### config.mk
export PLATFORM = sky130hd
export DESIGN_NAME = reg_resto_fila
export DESIGN_NICKNAME = d
export VERILOG_FILES = /design/src/rtl/reg_resto_pkg.sv /design/src/rtl/reg_resto_mem.sv /design/src/rtl/reg_resto_fila.sv
export SDC_FILE = /design/constraint.sdc
export NUM_CORES = 1
export LEC_CHECK = 0
export ABC_AREA = 0
export CORE_ASPECT_RATIO = 1.4
export CORE_MARGIN = 5
export CORE_UTILIZATION = 57
export CTS_CLUSTER_SIZE = 40
export DETAILED_ROUTE_END_ITERATION = 8
export HOLD_SLACK_MARGIN = 0.02
export PLACE_DENSITY = 0.84
export SLEW_MARGIN = 20
export SYNTH_ARGS = -nofsm -noshare
export SYNTH_HDL_FRONTEND = slang
export SYNTH_HIERARCHICAL = 1
export SYNTH_SLANG_ARGS = --single-unit
### constraint.sdc
create_clock -name clk -period 5.7 [get_ports clk]
set_input_delay 1.14 -clock clk [delete_from_list [all_inputs] [get_ports clk]]
set_output_delay 1.14 -clock clk [all_outputs]
set_load 0.01 [all_outputs]
### src/rtl/reg_resto_pkg.sv
// Shared definitions for the remainder FIFO: pointer/level widths,
// reset values of registered status and the default level type.
package reg_resto_pkg;

  localparam int DEPTH_DEF = 4;

  localparam logic RST_FIM     = 1'b0;
  localparam logic RST_ESTOURO = 1'b0;

  function automatic int ptr_width(input int depth);
    return (depth > 1) ? $clog2(depth) : 1;
  endfunction

  function automatic int nivel_width(input int depth);
    return $clog2(depth + 1);
  endfunction

  typedef logic [nivel_width(DEPTH_DEF)-1:0] nivel_t;

endpackage

### src/rtl/reg_resto_mem.sv
// DEPTH x WIDTH register array, one synchronous write port and one
// asynchronous read port; storage is intentionally left unreset.
module reg_resto_mem
  import reg_resto_pkg::*;
#(
  parameter int WIDTH = 16,
  parameter int DEPTH = 4,
  parameter int AW    = ptr_width(DEPTH)
) (
  input  logic             clk,
  input  logic             we,
  input  logic [AW-1:0]    waddr,
  input  logic [WIDTH-1:0] wdata,
  input  logic [AW-1:0]    raddr,
  output logic [WIDTH-1:0] rdata
);

  logic [WIDTH-1:0] r_mem [DEPTH];

  always_ff @(posedge clk) begin
    if (we) begin
      r_mem[waddr] <= wdata;
    end
  end

  assign rdata = r_mem[raddr];

endmodule

### src/rtl/reg_resto_fila.sv
// Show-ahead remainder FIFO with valid/ack read side and sticky overflow.
// Optional REG_RESTO_ZERO_EN adds restoZero, a per-entry exact-division flag.
module reg_resto_fila
  import reg_resto_pkg::*;
#(
  parameter int WIDTH = 16,
  parameter int DEPTH = 4
) (
  input  logic                          clk,
  input  logic                          resetResto,
  input  logic [WIDTH-1:0]              entrada,
  input  logic                          EnResto,
  input  logic                          lidoResto,
  output logic [WIDTH-1:0]              saidaResto,
  output logic                          validResto,
  output logic                          FimResto,
  output logic                          cheio,
  output logic                          vazio,
  output logic [nivel_width(DEPTH)-1:0] nivel,
  output logic                          estouro,
  input  logic                          limpaEstouro
`ifdef REG_RESTO_ZERO_EN
  ,
  output logic                          restoZero
`endif
);

  localparam int PW = ptr_width(DEPTH);
  localparam int NW = nivel_width(DEPTH);
`ifdef REG_RESTO_ZERO_EN
  localparam int MW = WIDTH + 1;
`else
  localparam int MW = WIDTH;
`endif

  logic [PW-1:0] r_head;
  logic [PW-1:0] r_tail;
  logic [NW-1:0] r_nivel;
  logic          r_fim;
  logic          r_estouro;

  logic          w_pop;
  logic          w_push;
  logic          w_ovf;
  logic [MW-1:0] w_wdata;
  logic [MW-1:0] w_rdata;

  assign vazio      = (r_nivel == NW'(0));
  assign cheio      = (r_nivel == NW'(DEPTH));
  assign validResto = ~vazio;
  assign nivel      = r_nivel;
  assign FimResto   = r_fim;
  assign estouro    = r_estouro;

  // A pop in the same cycle frees a slot, so a push is legal even when full.
  assign w_pop  = lidoResto & validResto;
  assign w_push = EnResto & (~cheio | w_pop);
  assign w_ovf  = EnResto & cheio & ~w_pop;

`ifdef REG_RESTO_ZERO_EN
  assign w_wdata    = {(entrada == WIDTH'(0)), entrada};
  assign restoZero  = validResto & w_rdata[WIDTH];
`else
  assign w_wdata    = entrada;
`endif
  assign saidaResto = validResto ? w_rdata[WIDTH-1:0] : WIDTH'(0);

  reg_resto_mem #(
    .WIDTH (MW),
    .DEPTH (DEPTH),
    .AW    (PW)
  ) u_mem (
    .clk   (clk),
    .we    (w_push & ~resetResto),
    .waddr (r_tail),
    .wdata (w_wdata),
    .raddr (r_head),
    .rdata (w_rdata)
  );

  // Pointer, level and status registers; reset wins over every other input.
  always_ff @(posedge clk) begin
    if (resetResto) begin
      r_head    <= '0;
      r_tail    <= '0;
      r_nivel   <= '0;
      r_fim     <= RST_FIM;
      r_estouro <= RST_ESTOURO;
    end else begin
      if (w_push) begin
        r_tail <= r_tail + PW'(1);
      end
      if (w_pop) begin
        r_head <= r_head + PW'(1);
      end
      if (w_push && !w_pop) begin
        r_nivel <= r_nivel + NW'(1);
      end else if (w_pop && !w_push) begin
        r_nivel <= r_nivel - NW'(1);
      end
      r_fim <= w_push;
      if (w_ovf) begin
        r_estouro <= 1'b1;
      end else if (limpaEstouro) begin
        r_estouro <= 1'b0;
      end
    end
  end

endmodule
* Word-level counts from Yosys, hierarchy flattened
Memories as Yosys holds them, arrays and structs flattened. A register that Yosys moved wholly into a read port is not among the register bits. Index checks and enable logic that the tools add are counted. W data, S select, Z words.
Storage, ports and cells: memories 1, bits in registers 9, output and inout port bits 24, RAM bits 64, input bits 21
Memories:
- u_mem.r_mem | depth 4, width 16, rd ports 1, clocked after Yosys merged registers in 1, wr ports 1, RTL line reg_resto_mem.sv:18 | logic [WIDTH-1:0] r_mem [DEPTH];
Operators by class: add/subtract/negate cells 4, reduce and logical (&&, ||, !) cells 7, bitwise operators 10, equality and inequality tests 1, multiplexer cells 9
Operators by type and width (number):
- $mux W16 | 1
- $mux W3 | 2
- $and A1 B1 Y1 | 5
- $add A2 B1 Y2 const B | 2
- $mux W1 | 4
- $mux W2 | 2
- $not A1 Y1 | 4
- $reduce_bool A2 Y1 | 2
- $add A3 B1 Y3 const B | 1
- $eq A3 B3 Y1 const B | 1
- $logic_not A3 Y1 | 1
- $sub A3 B1 Y3 const B | 1
- $logic_and A1 B1 Y1 | 2
- $logic_not A1 Y1 | 2
- $or A1 B1 Y1 | 1

* Depth between registers and ports, before layout
Gate-level depths: netlist of the first run.
depth after elaboration 9, depth in mapped cells 8, gate-level depth less buffers 8

* Hierarchy
The synthesis of the first run kept the hierarchy.
Modules (own cells, without submodules):
- reg_resto_mem | cells an instance 88, area each 2377.3 um^2, times used 1
- reg_resto_fila | cells an instance 63, area each 551.8 um^2, times used 1

* Worst setup path before layout of the first run
No wires, ideal clock.
path kind in2reg, start input port resetResto, end memory u_mem.r_mem[0][0], enable pin, setup slack 2.521 ns, arrival 2.766 ns, stages on the path 3, data required time 5.287 ns, buffers on the path 1, cells stage by stage clkbuf_1 nor2b_1 nor3b_1
On the way: cells in the longest elaborated chain, start to end 4
RTL lines:
- start, declared | RTL line reg_resto_fila.sv:10 | input logic resetResto,
- $not A1 Y1 | RTL line reg_resto_fila.sv:74 | .we (w_push & ~resetResto),
- $and A1 B1 Y1 | RTL line reg_resto_fila.sv:74
- $mux W1 | RTL line reg_resto_mem.sv:21 | if (we) begin
- $mux W1 (implied by the code) | RTL line reg_resto_mem.sv:22 | r_mem[waddr] <= wdata;
- end, declared | RTL line reg_resto_mem.sv:18
No other way between the ends.

==> results of run 1 <==
## cells by family after synthesis
logic type,count (synthesis),share of synthesized area [%]
DFF,73,71.8
and+or+nand+nor,36,7.60
muxes,19,14.4
buffers and inverters,10,2.22
AOI/OAI and AO/OA,8,1.96
xor gates and xnor gates,3,0.897
adders and majority gates,2,1.11
## registers in the layout (all words and copies together) (netlist names)
register / flops
FimResto: 1
estouro: 1
nivel: 3
r_head: 2
r_tail: 2
u_mem/r_mem: 64
## power by group through the flow
stage,clock network (mW),registers (mW),logic [mW]
detailed placement,0,0.694,0.527
global placement,0,0.688,0.504
floorplan,0,0.657,0.315
CTS,0.476,0.684,0.532
finish,0.468,0.684,0.522
global route,0.506,0.691,0.561
## area by class of cell
class	instances	area, µm²
flip-flops and latches	73	2100
fillers	313	1420
multi-input cells	68	772
repair buffers	46	455
clock buffers	10	128
clock inverters	6	106
well taps	66	82.6
inverters	3	11.3
## metal layers
metal	vias up	track usage, %	wire, µm
met4	0	8.46	104
met5	-	0	0
met1	773	19.7	1980
met3	10	6.71	392
met2	51	31.9	3000
li1	691	-	-
## worst min-delay path, cell delays in order (launching register included)
cell and delay (ns):
sky130_fd_sc_hd__dfxtp_1 0.32, sky130_fd_sc_hd__nand2b_1 0.08, sky130_fd_sc_hd__a21oi_1 0.06
## final timing paths
| path | end | from | slack (ns) | cells after the start |
|---|---|---|---|---|
| worst min register to register | estouro | estouro | 0.50 | 2 |
| worst min-delay path | estouro | estouro | 0.50 | 2 |
| worst max-delay path | saidaResto[1] | r_head[0] | 2.21 | 3 |
| worst max register to register | nivel[2] | nivel[0] | 3.42 | 7 |
## through the flow
step	worst slack [ns]	total power, mW	cell area [µm²]	hold WS, ns	util (%)
2_1_floorplan	2.52	0.972	2930	0.455	-
3_3_place_gp	2.26	1.19	3420	0.457	67.4
3_5_place_dp	2.17	1.22	3420	0.497	67.4
4_1_cts	1.78	1.69	3660	0.510	72.0
5_1_grt	2.10	1.76	3660	0.544	72.0
6_report	2.21	1.67	3660	0.499	72.0
## synth_stat cells
master | n | area, µm²
sky130_fd_sc_hd__clkbuf_1 | 2 | 7.51
sky130_fd_sc_hd__nor3b_1 | 1 | 7.51
sky130_fd_sc_hd__or3b_4 | 1 | 11.3
sky130_fd_sc_hd__or3_1 | 1 | 6.26
sky130_fd_sc_hd__buf_2 | 3 | 15.0
sky130_fd_sc_hd__and3_1 | 1 | 6.26
sky130_fd_sc_hd__nor2b_1 | 20 | 125
sky130_fd_sc_hd__nand2_1 | 1 | 3.75
sky130_fd_sc_hd__o31ai_1 | 1 | 7.51
sky130_fd_sc_hd__edfxtp_1 | 64 | 1920
sky130_fd_sc_hd__o21ai_0 | 2 | 10.0
sky130_fd_sc_hd__and3b_1 | 2 | 17.5
sky130_fd_sc_hd__buf_6 | 1 | 11.3
sky130_fd_sc_hd__mux2i_1 | 1 | 10.0
sky130_fd_sc_hd__fa_1 | 1 | 20.0
sky130_fd_sc_hd__mux4_2 | 10 | 225
sky130_fd_sc_hd__buf_12 | 1 | 20.0
sky130_fd_sc_hd__nand3b_1 | 1 | 7.51
sky130_fd_sc_hd__inv_1 | 3 | 11.3
sky130_fd_sc_hd__xor2_1 | 3 | 26.3
sky130_fd_sc_hd__a21oi_1 | 3 | 15.0
sky130_fd_sc_hd__nor2_1 | 5 | 18.8
sky130_fd_sc_hd__nor3_1 | 1 | 5.00
sky130_fd_sc_hd__mux2_4 | 2 | 30.0
sky130_fd_sc_hd__o211a_1 | 1 | 10.0
sky130_fd_sc_hd__or3_2 | 1 | 7.51
sky130_fd_sc_hd__o21a_4 | 1 | 15.0
sky130_fd_sc_hd__dfxtp_1 | 9 | 180
sky130_fd_sc_hd__ha_1 | 1 | 12.5
sky130_fd_sc_hd__mux4_1 | 6 | 158
sky130_fd_sc_hd__nand2b_1 | 1 | 6.26
==> metrics.csv, run 1 <==
stage;metric;value;unit
finish;most_frequent_standard_cell_in_the_layout_excluding_fill_and_tap_cells;sky130_fd_sc_hd__edfxtp_1;
timing;final_max_slew_viol_count;0;
timing;layout_worst_path_cycle_share;61.2;%
worst_setup_path;timing.critical_path.fanout_max;18;
die;num_io_pins;45;
drt;dr_vias;1525;
clocking;hold_buffers;0;
clocking;numCtsBuffers;9;
finish;most-common-layout-cells;sky130_fd_sc_hd__edfxtp_1, sky130_fd_sc_hd__clkdlybuf4s50_1, sky130_fd_sc_hd__nor2b_1;
pwr;seq_power_share;40.8;%
global_routing;grt_pass1_vias;1675;
global_routing;antenna_found_initial;0;
worst_setup_path;critical_path_required;4.56;ns
clocking;cts.sink_count;73;
global_routing;grt_pass1_wl;8690;µm
pwr;clock_power_share;28.0;%
drt;count_of_unresolved_drc_violations_after_routing;0;
clocking;cts.htree.levels;3;
synthesis;number_of_warnings_issued_by_yosys;6;
clocking;ctsLongestPathBuffers;2;
clocking;post_cts_buffers;0;
timing;fin_crit;3.49;ns
die;placement_rows;31;
worst_hold_path;min_path_type;reg2reg;
synthesis;syn_avg_cell_area;19.4;µm²
drt;number_of_iterations_in_the_first_detailed_routing_pass;4;
worst_setup_path;worst_path_max_delay_cell;sky130_fd_sc_hd__dfxtp_2;
timing;fin_setup_tns;0;ns
pwr;internal_power;1.22;mW
drt;ant_nets;0;
global_routing;gr-usage-all-layers;18.3;%
pwr;powerDensity;458;nW/µm²
synthesis;proportion_of_synthesized_chip_area_in_sequential_cells;71.8;%
synthesis;synth_cell_types;31;
finish;post_layout_nonfiller_instances;272;
global_routing;grt_start_max_net_pins;21;
drt;drt_iter0_drc;83;
timing;skew;0.0168;ns
finish;antennaDiodeCount;0;
synthesis;synth.ff_latch_count;73;
pwr;power.share.switching;27.2;%
place;dp_hpwl;3380;µm
status;outcome;finished, final reports clean;
clocking;cts-root-buf;sky130_fd_sc_hd__clkbuf_8;
worst_setup_path;max_stage_delay;0.72;ns
worst_setup_path;timing.critical_path.max_delay_family;flip-flops;
drt;wl;5480;µm
worst_setup_path;cp-end-kind;output port;
worst_setup_path;startpoint_class_of_the_critical_path;flip-flop;
worst_setup_path;cp_data_arrival_time;2.35;ns
flow_run;cap_viol_max_count;0;
timing;clock.fmax;287;MHz
worst_setup_path;worst-path-buf-inv;1;
synthesis;netlist_area_pre_place;2930;µm²
clocking;clock_insertion_delay_worst_skew;0.34;ns
die;design.die.area;6690;µm²
clocking;cts.reportedPaths.clkPinSlew;0.07;ns
pwr;irDropWorstVdd;0.000416;V
timing;rsz0062_at_grt;no;
place;buffer_ports.inserted;44;
timing;worst_pin_slew;0.864;ns
synthesis;synthesis.instances;151;
drt;post_drt_wl_per_cell;20.2;µm
die;die_h;94.8;µm
place;post-place-cells;256;
die;die_width;70.6;µm
timing;setup_violations;0;
global_routing;globalRouteOverflowTotal;0;
place;gp_congestion;0.695;
timing;timing.slew.headroom;42.4;%
pwr;p_leak;1.23;nW
clocking;cts_resized;0;
die;core-area;5080;µm²
pwr;p_switching;0.456;mW
die;floorplan.initialDensity;57.6;%
finish;nNetsFinal;224;
drt;drt-vias-per-instance;5.61;
timing;final_hold_viol_count;0;
synthesis;syn_nets;174;
pwr;share_comb_of_total_power;31.2;%
finish;share_of_final_layout_standard_cells_stronger_than_drive_strength_1;16.5;%
worst_setup_path;critical_setup_path_class;reg2out;
clocking;cts_tree;done;
worst_setup_path;crit_path_cell_trace;mux4_1 -> nor2b_1 -> clkdlybuf4s50_1;
finish;syn2layout_area_growth;24.9;%
Power figures use the tool's default switching activity.
==> run 2: changes to the inputs <==
- CORE_UTILIZATION: 57 -> 48
- PLACE_DENSITY: 0.84 -> 0.75
- clock period: 5.7 -> 2.8 ns (I/O delays scaled with it)
==> metrics.csv, run 2 (synthesized netlist as in run 1, its figures left out) <==
stage;metric;value;unit;change
status;outcome;finished, final reports clean;;unchanged
pwr;irDropWorstVdd;0.000864;V;was 0.000416 V
worst_hold_path;whs_path_depth;2;;unchanged
drt;dr_vias;1508;;was 1,525
clocking;hold_buffers;0;;unchanged
timing;final_max_slew_viol_count;0;;unchanged
die;placement_rows;33;;was 31
place;post-place-cells;266;;was 256
worst_hold_path;min_path_type;reg2reg;;unchanged
drt;wl;5110;µm;was 5480 µm
timing;rsz0062_at_grt;no;;unchanged
place;dp_hpwl;3390;µm;was 3380 µm
worst_setup_path;crit_path_cell_trace;buf_4 -> mux4_1 -> nor2b_1 -> clkdlybuf4s50_1;;was mux4_1 -> nor2b_1 -> clkdlybuf4s50_1
timing;worst_pin_slew;0.443;ns;was 0.864 ns
finish;regMostFlops;u_mem/r_mem;;unchanged
clocking;cts.reportedPaths.clkPinSlew;0.07;ns;about the same
worst_setup_path;max_stage_delay;0.55;ns;was 0.72 ns
flow_run;cap_viol_max_count;0;;unchanged
pwr;report.power.total;3.19;mW;was 1.67 mW
clocking;clock_insertion_delay_worst_skew;0.32;ns;was 0.34 ns
clocking;post_cts_buffers;0;;unchanged
timing;fin_crit;2.64;ns;
worst_setup_path;worst_path_max_delay_cell;sky130_fd_sc_hd__mux4_1;;was sky130_fd_sc_hd__dfxtp_2
timing;skew;0.00481;ns;was 0.0168 ns
drt;count_of_unresolved_drc_violations_after_routing;0;;unchanged
timing;layout_worst_path_cycle_share;94.3;%;
finish;antennaDiodeCount;0;;unchanged
place;buffer_ports.inserted;44;;unchanged
worst_setup_path;cp-end-kind;output port;;unchanged
drt;drt-vias-per-instance;5.35;;was 5.61
clocking;cts.sink_count;73;;unchanged
clocking;numCtsBuffers;9;;unchanged
place;gp_congestion;0.726;;was 0.695
die;design.die.area;7790;µm²;was 6690 µm²
drt;post_drt_wl_per_cell;18.1;µm;was 20.2 µm
worst_setup_path;critical_path_required;2.24;ns;was 4.56 ns
clocking;cts.htree.levels;3;;unchanged
worst_setup_path;startpoint_class_of_the_critical_path;flip-flop;;unchanged
worst_setup_path;worst_r2r_path_depth;7;;unchanged
clocking;cts_tree;done;;unchanged
pwr;powerDensity;871;nW/µm²;was 458 nW/µm²
timing;hold-worst-slack;0.479;ns;was 0.499 ns
finish;most-common-layout-cells;sky130_fd_sc_hd__edfxtp_1, sky130_fd_sc_hd__clkdlybuf4s50_1, sky130_fd_sc_hd__nor2b_1;;unchanged
finish;largest_register_ffs;64;;unchanged
clocking;ctsLongestPathBuffers;2;;unchanged
global_routing;grt_start_max_net_pins;21;;unchanged
worst_setup_path;critical_setup_path_class;reg2out;;unchanged
drt;number_of_iterations_in_the_first_detailed_routing_pass;4;;unchanged
timing;clock.fmax;379;MHz;
timing;setup_violations;0;;unchanged
worst_setup_path;cp_data_arrival_time;2.08;ns;was 2.35 ns
global_routing;grt_pass1_wl;8280;µm;was 8690 µm
timing;final_hold_viol_count;0;;unchanged
timing;timing.slew.headroom;70.5;%;was 42.4%
finish;most_frequent_standard_cell_in_the_layout_excluding_fill_and_tap_cells;sky130_fd_sc_hd__edfxtp_1;;unchanged
die;floorplan.initialDensity;49.6;%;was 57.6%
worst_setup_path;timing.critical_path.fanout_max;6;;was 18
drt;drt_iter0_drc;76;;was 83
finish;share_of_final_layout_standard_cells_stronger_than_drive_strength_1;19.8;%;was 16.5%
finish;syn2layout_area_growth;25.1;%;was 24.9%
pwr;p_leak;1.24;nW;was 1.23 nW
die;die_width;76.0;µm;was 70.6 µm
die;core-area;5900;µm²;was 5080 µm²
global_routing;gr-usage-all-layers;13.9;%;was 18.3%
drt;ant_nets;0;;unchanged
global_routing;grt_pass1_vias;1707;;was 1,675
global_routing;globalRouteOverflowTotal;0;;unchanged
finish;nNetsFinal;230;;was 224
die;die_h;102;µm;was 94.8 µm
finish;post_layout_nonfiller_instances;282;;was 272
timing;fin_setup_tns;0;ns;unchanged
die;num_io_pins;45;;unchanged
clocking;cts-root-buf;sky130_fd_sc_hd__clkbuf_8;;unchanged
global_routing;antenna_found_initial;0;;unchanged
[run 2: what timing repair did]
item,in CTS,in global routing
gates resized for setup,1,3
cloned,0,0
endpoints found under the setup margin,15,10
pin swaps,0,0
[run 2: critical path: cells and delay by family (launching register included)]
kind	cells	cell delay, ns
buffers and inverters	2	0.68
DFF	1	0.38
muxes	1	0.55
and+or+nand+nor	1	0.14
[run 2: path summary, 6_finish.rpt]
path         startpoint            end  slack [ns]
max           r_head[0]  saidaResto[2]        0.16
min             estouro        estouro        0.48
max reg2reg    nivel[1]       nivel[2]        0.51
min reg2reg     estouro        estouro        0.48
[run 2: layout make-up]
class	instances	area, µm²
well taps	70	87.6
multi-input cells	68	772
clock buffers	12	155
flip-flops and latches	73	2100
clock inverters	4	26.3
fillers	435	2240
repair buffers	52	508
inverters	3	11.3
[run 2: report_power, final]
part	total (mW)	internal, mW	switching (mW)
Sequential	1.34	1.26	0.0782
Combinational	1.13	0.659	0.469
Clock	0.723	0.370	0.352
Total	3.19	2.29	0.900
[run 2: through the flow]
stage                     instance area, µm²  util [%]  setup WS (ns)
after floorplan                         2930         -          0.150
after global placement                  3470      58.8          0.178
after detailed placement                3470      58.8          0.102
after CTS                               3660      61.9         0.0116
after global routing                    3660      62.1         0.0466
final                                   3660      62.1          0.161
[run 2: routing by layer]
layer / track usage (%) / up-vias / share of wire (%) / wire length, µm
met2: 24.9 / 46 / 54 / 2740
li1: - / 703 / - / -
met4: 5.89 / 0 / 0.92 / 47
met3: 4.06 / 5 / 5.7 / 293
met1: 15.4 / 754 / 40 / 2030
met5: 0 / - / 0 / 0
